File: src/rtl/mac_seq_multiply.sv
// Iterative sign/magnitude multiplier: retires BITS_PER_CYCLE multiplier bits per RUN cycle.
// Latency: ITERS = MAC_MIN_WIDTH/BITS_PER_CYCLE cycles from the accept edge to out_valid.
// Backpressure: in_ready only in IDLE; the result is held in DONE until out_ready.
module mac_seq_multiply #(
    parameter int MAC_MIN_WIDTH  = 8,
    parameter int MAC_MULT_WIDTH = 2 * MAC_MIN_WIDTH,
    parameter int BITS_PER_CYCLE = 2
) (
    input  logic                      clk,
    input  logic                      rst_n,
    input  logic                      in_valid,
    output logic                      in_ready,
    input  logic [MAC_MIN_WIDTH-1:0]  A,
    input  logic [MAC_MIN_WIDTH-1:0]  B,
    input  logic                      is_signed,
    output logic                      out_valid,
    input  logic                      out_ready,
    output logic [MAC_MULT_WIDTH-1:0] C,
    output logic                      busy
);

    localparam int N     = MAC_MIN_WIDTH;
    localparam int W     = MAC_MULT_WIDTH;
    localparam int K     = BITS_PER_CYCLE;
    localparam int ITERS = N / K;
    localparam int CNT_W = (ITERS > 1) ? $clog2(ITERS) : 1;

    typedef enum logic [1:0] {IDLE, RUN, DONE} state_t;

    state_t           state;
    logic [N-1:0]     mcand;
    logic [N-1:0]     mplier;
    logic             neg;
    logic [W-1:0]     acc;
    logic [CNT_W-1:0] cnt;

    logic [N-1:0]     a_mag;
    logic [N-1:0]     b_mag;
    logic [W-1:0]     digit_prod;
    logic [W-1:0]     acc_next;

    // Handshake status comes straight from the state register, never from inputs.
    assign in_ready = (state == IDLE);
    assign busy     = (state != IDLE);

    // Operand magnitudes; the most negative value negates onto itself, which is
    // exactly 2^(N-1) when read as unsigned.
    always_comb begin
        a_mag = (is_signed && A[N-1]) ? -A : A;
        b_mag = (is_signed && B[N-1]) ? -B : B;
    end

    // One radix-2^K partial product, aligned to its digit position and accumulated.
    always_comb begin
        digit_prod = W'(mcand) * W'(mplier[K-1:0]);
        acc_next   = acc + (digit_prod << (int'(cnt) * K));
    end

    // Control FSM and datapath registers; the sign is reapplied once on the last RUN edge.
    always_ff @(posedge clk or negedge rst_n) begin
        if (!rst_n) begin
            state     <= IDLE;
            mcand     <= '0;
            mplier    <= '0;
            neg       <= 1'b0;
            acc       <= '0;
            cnt       <= '0;
            C         <= '0;
            out_valid <= 1'b0;
        end else begin
            case (state)
                IDLE: begin
                    if (in_valid) begin
                        mcand  <= a_mag;
                        mplier <= b_mag;
                        neg    <= is_signed & (A[N-1] ^ B[N-1]);
                        acc    <= '0;
                        cnt    <= '0;
                        state  <= RUN;
                    end
                end
                RUN: begin
                    acc    <= acc_next;
                    mplier <= mplier >> K;
                    cnt    <= cnt + CNT_W'(1);
                    if (cnt == CNT_W'(ITERS - 1)) begin
                        C         <= neg ? -acc_next : acc_next;
                        out_valid <= 1'b1;
                        state     <= DONE;
                    end
                end
                DONE: begin
                    if (out_ready) begin
                        out_valid <= 1'b0;
                        state     <= IDLE;
                    end
                end
                default: begin
                    out_valid <= 1'b0;
                    state     <= IDLE;
                end
            endcase
        end
    end

endmodule

File: config.mk
export PLATFORM = sky130hd
export DESIGN_NAME = mac_seq_multiply
export DESIGN_NICKNAME = d
export VERILOG_FILES = /design/src/rtl/mac_seq_multiply.sv
export SDC_FILE = /design/constraint.sdc
export NUM_CORES = 1
export LEC_CHECK = 0
export CAP_MARGIN = 20
export CELL_PAD_IN_SITES_DETAIL_PLACEMENT = 1
export CELL_PAD_IN_SITES_GLOBAL_PLACEMENT = 1
export CORE_MARGIN = 10
export CORE_UTILIZATION = 49
export DETAILED_ROUTE_END_ITERATION = 6
export DONT_BUFFER_PORTS = 1
export PLACE_DENSITY = 0.91
export REMOVE_ABC_BUFFERS = 1
export SYNTH_ARGS = -nofsm -noshare
export SYNTH_HDL_FRONTEND = slang
export SYNTH_SLANG_ARGS = --single-unit
File: constraint.sdc
create_clock -name clk -period 6.11 [get_ports clk]
set_input_delay 0.611 -clock clk [delete_from_list [all_inputs] [get_ports clk]]
set_output_delay 0.611 -clock clk [all_outputs]
set_load 0.02 [all_outputs]
Yosys cells after proc, flatten, opt, wreduce, memory -nomap -nowiden --
Cells that the tools add are included.
Word-level totals: output and inout port bits 19, flip-flop bits (word level) 54, input bits 21, word-level logic and storage cells 50
Cells by class: equality and inequality tests 6, multipliers 1, mux-type cells 16, bitwise gates (word level) 3, reductions and logical operators 10, add/sub/neg operators 5, shifts and indexed selects 1
Operator list (number):
- 16-bit 2-to-1 mux | 2
- 16-bit one-hot mux with 2 select lines | 1
- 8-bit 2-to-1 mux | 3
- 16-bit adder | 1
- 16-bit negator | 1
- 8-bit negator | 2
- 8-bit one-hot mux with 2 select lines | 1
- 10-bit by 3-bit left shift with 16-bit output | 1
- 8-bit by 2-bit multiplier with 10-bit output | 1
- 2-bit 2-to-1 mux | 4
- 2-bit != test (second input constant) | 3
- 2-bit one-hot mux with 3 select lines | 1
- 2-bit AND reduction | 3
- 3-bit AND reduction | 2
- 2-bit equality test (second input constant) | 2
- 2-bit one-hot mux with 2 select lines | 1
- 2-bit nonzero test | 2
- 1-bit one-hot mux with 3 select lines | 1
- 2-bit by 1-bit adder with 2-bit output (second input constant) | 1
- 2-bit by 1-bit equality test with 1-bit output (second input constant) | 1
- 1-bit logical AND | 2
- 2-bit zero test | 1
- 1-bit 2-to-1 mux | 2
- 1-bit AND | 1
- other kinds (2) | 2

Longest topological paths before layout --
Gate-level depths: netlist of the first run.
word-level depth 5, mapped depth 23, mapped depth without buffers 21

Worst setup path before layout of the first run --
Ideal clock, no wire load.
path kind register to register, start point register mplier[1], end point register C[15], clock period less this slack 4634 ps, required time 5989 ps, stages on the path, launching flop included 23, library setup time 121 ps, arrival time 4514 ps, buffers on the path 2, path slack 1476 ps, cell sequence dfrtp_1 -> clkbuf_1 -> nand2_1 -> inv_1 -> ha_1 -> a21o_1 -> a21oi_1 -> o21bai_1 -> a21oi_1 -> o21bai_1 -> a21oi_1 -> xor2_1 -> mux4_2 -> ha_1 -> clkbuf_2 -> and3_1 -> nand3_1 -> o2111a_1 -> o211a_1 -> or3_4 -> o41ai_2 -> xor2_1 -> o21ai_1
Between the ends: cells in the longest elaborated chain, start to end 5
Ends and longest elaborated chain:
- start: declaration | RTL line 32 | logic [N-1:0] mplier;
- start signal: assignment | RTL line 75 | mplier <= b_mag;
- start signal: assignment | RTL line 84 | mplier <= mplier >> K;
- 8-bit by 2-bit multiplier with 10-bit output (*) | RTL line 55 | digit_prod = W'(mcand) * W'(mplier[K-1:0]);
- 10-bit by 3-bit left shift with 16-bit output (*) | RTL line 56 | acc_next = acc + (digit_prod << (int'(cnt) * K));
- 16-bit adder (*) | RTL line 56
- 16-bit negator | RTL line 87 | C <= neg ? -acc_next : acc_next;
- 16-bit 2-to-1 mux (*) | RTL line 87
- end signal: assignment | RTL line 87
- end: declaration | RTL line 18 | output logic [MAC_MULT_WIDTH-1:0] C,
Every way passes the cells marked *; elsewhere a longest branch is shown, timed or not. A chain may end at the register's enable or synchronous reset.

Worst setup path after layout of the first run --
Ends and elaborated chain as after synthesis.

==> flow_summary_export.csv, run 1 <==
group,metric,value,unit
global_route,grt_start_max_net_pins,55,
final_layout,drive_gt1_frac,0.0672,
sta,timing.slew.headroom,0.315,
worst_setup_path,slowest_delay,0.48,ns
worst_setup_path,path_common_cell,"a21oi_1",
final_layout,seq_area,1350,um^2
run,drv_cap,0,
logic_synthesis,async_flop_share,1.00,
worst_setup_path,worstSetupStartpointType,"register",
final_layout,nets,524,
logic_synthesis,yosys_warnings,0,
logic_synthesis,synth-seq-cells,54,
global_route,antenna_found_initial,0,
clocking,clk_pin_slew,0.10,ns
global_route,grtUsageTotal,0.169,
clocking,htree_num_levels,2,
sta,finalSetupViolations,0,
die,die_area,12500,um^2
place,place_ws,1.00,ns
logic_synthesis,seq_area_frac_synth,0.328,
clocking,tritoncts,"yes",
status,status,"complete, no violations",
clocking,cts_buffer_depth,2,
worst_setup_path,cp-end-kind,"register",
final_layout,fillCellCount,988,
detailed_routing,wl_per_cell,18.1,um
logic_synthesis,syn_area_per_cell,8.47,um^2
die,ioPinCount,40,
sta,finalCritPeriodShare,0.840,
clocking,numCtsBuffers,5,
place,portBuffers,0,
detailed_routing,drc,0,
logic_synthesis,syn_inst,486,
die,rows,33,
place,hpwlAfterDp,8140,um
detailed_routing,vias,3519,
logic_synthesis,synth_cell_types,65,
die,die_h,112,um
clocking,postCtsSetupBuffers,0,
worst_setup_path,crit_chain,"nand2_1, inv_1, ha_1, a21o_1, a21oi_1, o21bai_1, a21oi_1, o21bai_1, a21oi_1, xor2_1, mux4_2, ha_1, and3_1, nand3_1, o2111a_1, o211a_1, or3_4, o41ai_2, xor2_1, o21ai_1",
global_route,grt_overflow,0,
sta,clock_skew,0.00989,ns
worst_setup_path,critPathKind,"reg -> reg",
global_route,grt_pass1_wl,18300,um
worst_setup_path,path_max_fanout,10,
worst_setup_path,cp_slowest_cell,"dfrtp_1",
detailed_routing,viasPerCell,6.06,
final_layout,final_common_cell,"nand2_1",
clocking,cts_sinks,54,
sta,max_freq,195,MHz
worst_setup_path,crit_arrival,5.30,ns
logic_synthesis,synthesis.area,4120,um^2
sta,rsz0062_at_grt,"no",
detailed_routing,drt_first_pass_iters,4,
min_path,hp-class,"in -> async",
clocking,cts_root_buf,"clkbuf_8",
sta,worst_slew_pin_slew,1.03,ns
detailed_routing,routed_wl,10500,um
die,initial_core_util,0.501,
place,dp.cells,571,
final_layout,final_cell_mix,"61 x nand2_1, 59 x o21ai_0, 54 x dfrtp_1",
worst_setup_path,crit_family,"compound AO/OA/AOI/OAI gates",
logic_synthesis,synth-edff-count,0,
sta,finalWorstSetupSlack,0.978,ns
sta,fin_crit,5.13,ns
sta,hold_violations,0,
place,placed_cell_area,4160,um^2
final_layout,syn2layout_area_growth,4.59,%
worst_setup_path,cp_data_required_time,6.28,ns
place,gp_congestion,0.950,
die,die_width,112,um
final_layout,stdcell_area,4310,um^2
sta,tns,0,ns
worst_setup_path,path_buf_inv,1,
final_layout,diodes,0,
final_layout,multi_input_area,2590,um^2
final_layout,stdcell_count,581,
sta,slew_violations,0,
clocking,clk_latency,0.32,ns
global_route,grt_pass1_vias,3788,
detailed_routing,ant_nets,0,
logic_synthesis,synthFlopType,"dfrtp_1",
die,core_region_area,8220,um^2
detailed_routing,first_iter_violations,164,
-- state kept, by name (all words and copies together), names as in the netlist --
name,flops
mcand,8
acc,16
cnt,2
out_valid,1
neg,1
C,16
state,2
mplier,8
-- synth_stat cells, drive strengths merged, types with 6 or more instances --
| cell | count | area [um^2] |
|---|---|---|
| and2 | 12 | 75.1 |
| a21oi | 22 | 110 |
| nor2 | 33 | 124 |
| xnor2 | 24 | 210 |
| nand2 | 61 | 229 |
| or3 | 6 | 43.8 |
| nor3 | 8 | 40.0 |
| nand3 | 26 | 130 |
| dfrtp | 54 | 1350 |
| and3 | 7 | 48.8 |
| o21ai | 62 | 314 |
| clkbuf | 19 | 72.6 |
| ha | 26 | 325 |
| xor2 | 16 | 148 |
| mux2i | 7 | 70.1 |
| inv | 19 | 71.3 |
-- final timing paths --
| check | depth (start not counted) | slack (ns) | to | startpoint |
|---|---|---|---|---|
| setup / recovery | 20 | 0.98 | C[15] | mplier[1] |
| hold / removal | 1 | 0.14 | C[7] | rst_n |
| setup reg to reg | 20 | 0.98 | C[15] | mplier[1] |
| hold reg to reg | 2 | 0.50 | mcand[6] | mcand[6] |
| max in group asynchronous | 1 | 5.72 | acc[14] | rst_n |
| min in group clk | 2 | 0.42 | mcand[7] | A[7] |
-- cell type report --
type	instances	area share
clock buffers	6	0.0169
multi-input cells	390	0.602
clock inverters	2	0.00872
inverters	20	0.0174
well taps	105	0.0305
repair buffers	4	0.0110
flip-flops and latches	54	0.314
-- cells by family (layout without fill, tap and decap cells) --
family,count (synthesis),in the layout,synth area share
compound gates,139,139,0.219
mux,13,13,0.0362
buf+inv,42,32,0.0425
fa+ha+maj,28,28,0.0887
flops,54,54,0.328
simple gates,170,170,0.198
xor+xnor,40,40,0.0869
-- per-layer routing --
| layer | up-vias | routed length (um) | GRT usage |
|---|---|---|---|
| li1 | 1708 | - | - |
| met1 | 1720 | 4480 | 0.202 |
| met2 | 73 | 5270 | 0.295 |
| met3 | 18 | 609 | 0.0360 |
| met4 | 0 | 183 | 0.0514 |
| met5 | - | 0 | 0 |
-- repair_timing --
item | 4_1_cts | 5_1_grt
hold endpoints to repair | 54 | 0
gates resized for setup | 0 | 0
hold buffers | 1 | 0
-- stage by stage --
step	hold slack [ns]	utilization
2_1_floorplan	0.315	-
3_3_place_gp	0.318	0.507
3_5_place_dp	0.317	0.507
4_1_cts	0.149	0.524
5_1_grt	0.158	0.524
6_report	0.140	0.524
Power of run 1 is not shown: default switching activity piles up to over one toggle a cycle in this logic, so the estimate is an artifact.
==> run 2, diff against run 1 <==
==> constraint.sdc (replaced) <==
create_clock -name clk -period 5.2 [get_ports clk]
set_input_delay 0.52 -clock clk [delete_from_list [all_inputs] [get_ports clk]]
set_output_delay 0.52 -clock clk [all_outputs]
set_load 0.02 [all_outputs]
==> run 2 against run 1 <==
Effect of this change: critical endpoint unchanged; via count grew 0.54%; count of clock-buffer cells in the layout unchanged; global-route usage down 0.25 points; critical path type unchanged; wire length is 1.1% higher; die area is the same; sequential share of layout area is 0.15 points lower; non-clock buffer count grew 2.
==> flow_summary_export.csv, run 2 (synthesized netlist as in run 1, its figures left out) <==
group,metric,value,unit
status,status,"complete, no violations",
die,die_h,112,um
final_layout,syn2layout_area_growth,5.29,%
sta,worst_slew_pin_slew,1.03,ns
final_layout,largestRegisters,"C: 16 flops, acc: 16 flops",
die,die_area,12500,um^2
detailed_routing,first_iter_violations,136,
detailed_routing,met1_length,4570,um
global_route,grtUsageTotal,0.166,
worst_setup_path,cp_data_required_time,5.38,ns
min_path,hp-class,"in -> async",
detailed_routing,met3_wirelength,554,um
clocking,cts_sinks,54,
clocking,postCtsSetupBuffers,0,
final_layout,stdcell_count,583,
global_route,grt_pass1_vias,3758,
detailed_routing,wl_per_cell,18.3,um
clocking,cts_buffer_depth,2,
worst_setup_path,path_buf_inv,1,
global_route,grt_start_max_net_pins,55,
final_layout,drive_gt1_frac,0.0858,
sta,clock_skew,0.00350,ns
die,die_width,112,um
place,dp.cells,573,
worst_setup_path,crit_arrival,5.19,ns
place,placed_cell_area,4180,um^2
die,rows,33,
clocking,cts_root_buf,"clkbuf_8",
sta,timing.slew.headroom,0.313,
final_layout,diodes,0,
detailed_routing,met2_length,5220,um
global_route,antenna_found_initial,0,
worst_setup_path,slowest_delay,0.47,ns
worst_setup_path,rrSetupSlack,0.19,ns
detailed_routing,top_layer,"met4",
worst_setup_path,cp-end-kind,"register",
clocking,clk_latency,0.32,ns
detailed_routing,routed_wl,10700,um
sta,finalWorstSetupSlack,0.186,ns
sta,slew_violations,0,
global_route,grt_overflow,0,
place,hpwlAfterDp,8070,um
sta,max_freq,199,MHz
place,place_ws,0.182,ns
sta,finalCritPeriodShare,0.964,
worst_setup_path,worstSetupStartpointType,"register",
clocking,numCtsBuffers,5,
die,ioPinCount,40,
final_layout,fillCellCount,991,
die,initial_core_util,0.501,
detailed_routing,vias,3538,
detailed_routing,viasPerCell,6.07,
sta,tns,0,ns
worst_setup_path,crit_family,"compound AO/OA/AOI/OAI gates",
clocking,tritoncts,"yes",
sta,fin_crit,5.01,ns
worst_setup_path,path_max_fanout,11,
final_layout,nets,526,
clocking,clk_pin_slew,0.10,ns
worst_setup_path,cp_slowest_cell,"ha_2",
detailed_routing,ant_nets,0,
detailed_routing,drc,0,
detailed_routing,drt_first_pass_iters,4,
die,core_region_area,8220,um^2
worst_setup_path,critPathKind,"reg -> reg",
final_layout,final_common_cell,"nand2_1",
place,gp_congestion,0.949,
run,drv_cap,0,
clocking,htree_num_levels,2,
final_layout,stdcell_area,4340,um^2
sta,finalSetupViolations,0,
sta,hold_violations,0,
global_route,grt_pass1_wl,17800,um
final_layout,final_cell_mix,"61 x nand2_1, 58 x o21ai_0, 52 x dfrtp_1",
worst_setup_path,crit_chain,"and2_1, ha_1, inv_1, fa_1, nor2b_1, o31a_1, o21ai_0, nor2b_1, xnor2_1, mux2_2, nor2_1, a21oi_1, ha_2, and3_1, nand3_1, o2111a_1, o211a_1, or3_4, o41ai_2, xor2_1, o21ai_1",
place,portBuffers,0,
worst_setup_path,path_common_cell,"nor2b_1",
run 2: per-stage QoR:
| stage | util | hold slack, ns |
|---|---|---|
| final | 0.528 | 0.0419 |
| after floorplan | - | 0.224 |
| after global routing | 0.528 | 0.0460 |
| after CTS | 0.524 | 0.0403 |
| after global placement | 0.509 | 0.227 |
| after detailed placement | 0.509 | 0.226 |
run 2: path summary, 6_finish.rpt:
check,startpoint,to,depth (start not counted)
min in group clk,A[7],mcand[7],2
worst max-delay path,mplier[1],C[15],21
worst min register to register,mcand[6],mcand[6],2
worst min-delay path,rst_n,C[2],1
max in group asynchronous,rst_n,mplier[0],1
worst max register to register,mplier[1],C[15],21
run 2: final cells by class:
class	count	area, um^2	area share
multi-input cells	390	2610	0.603
clock inverters	2	16.3	0.00375
inverters	20	75.1	0.0173
well taps	105	131	0.0303
flip-flops and latches	54	1350	0.312
repair buffers	6	62.6	0.0144
clock buffers	6	82.6	0.0190
run 2: timing repair:
item                       CTS  global route
setup endpoints to repair    0             5
hold endpoints to repair    54             0
hold buffers                 1             0
gates resized for setup      0             8
run 2: per-layer routing:
layer | global-route usage | vias up
met3 | 0.0392 | 26
met4 | 0.0737 | 0
li1 | - | 1714
met5 | 0 | -
met1 | 0.192 | 1711
met2 | 0.286 | 87
Power of run 2 is left out for the same reason.
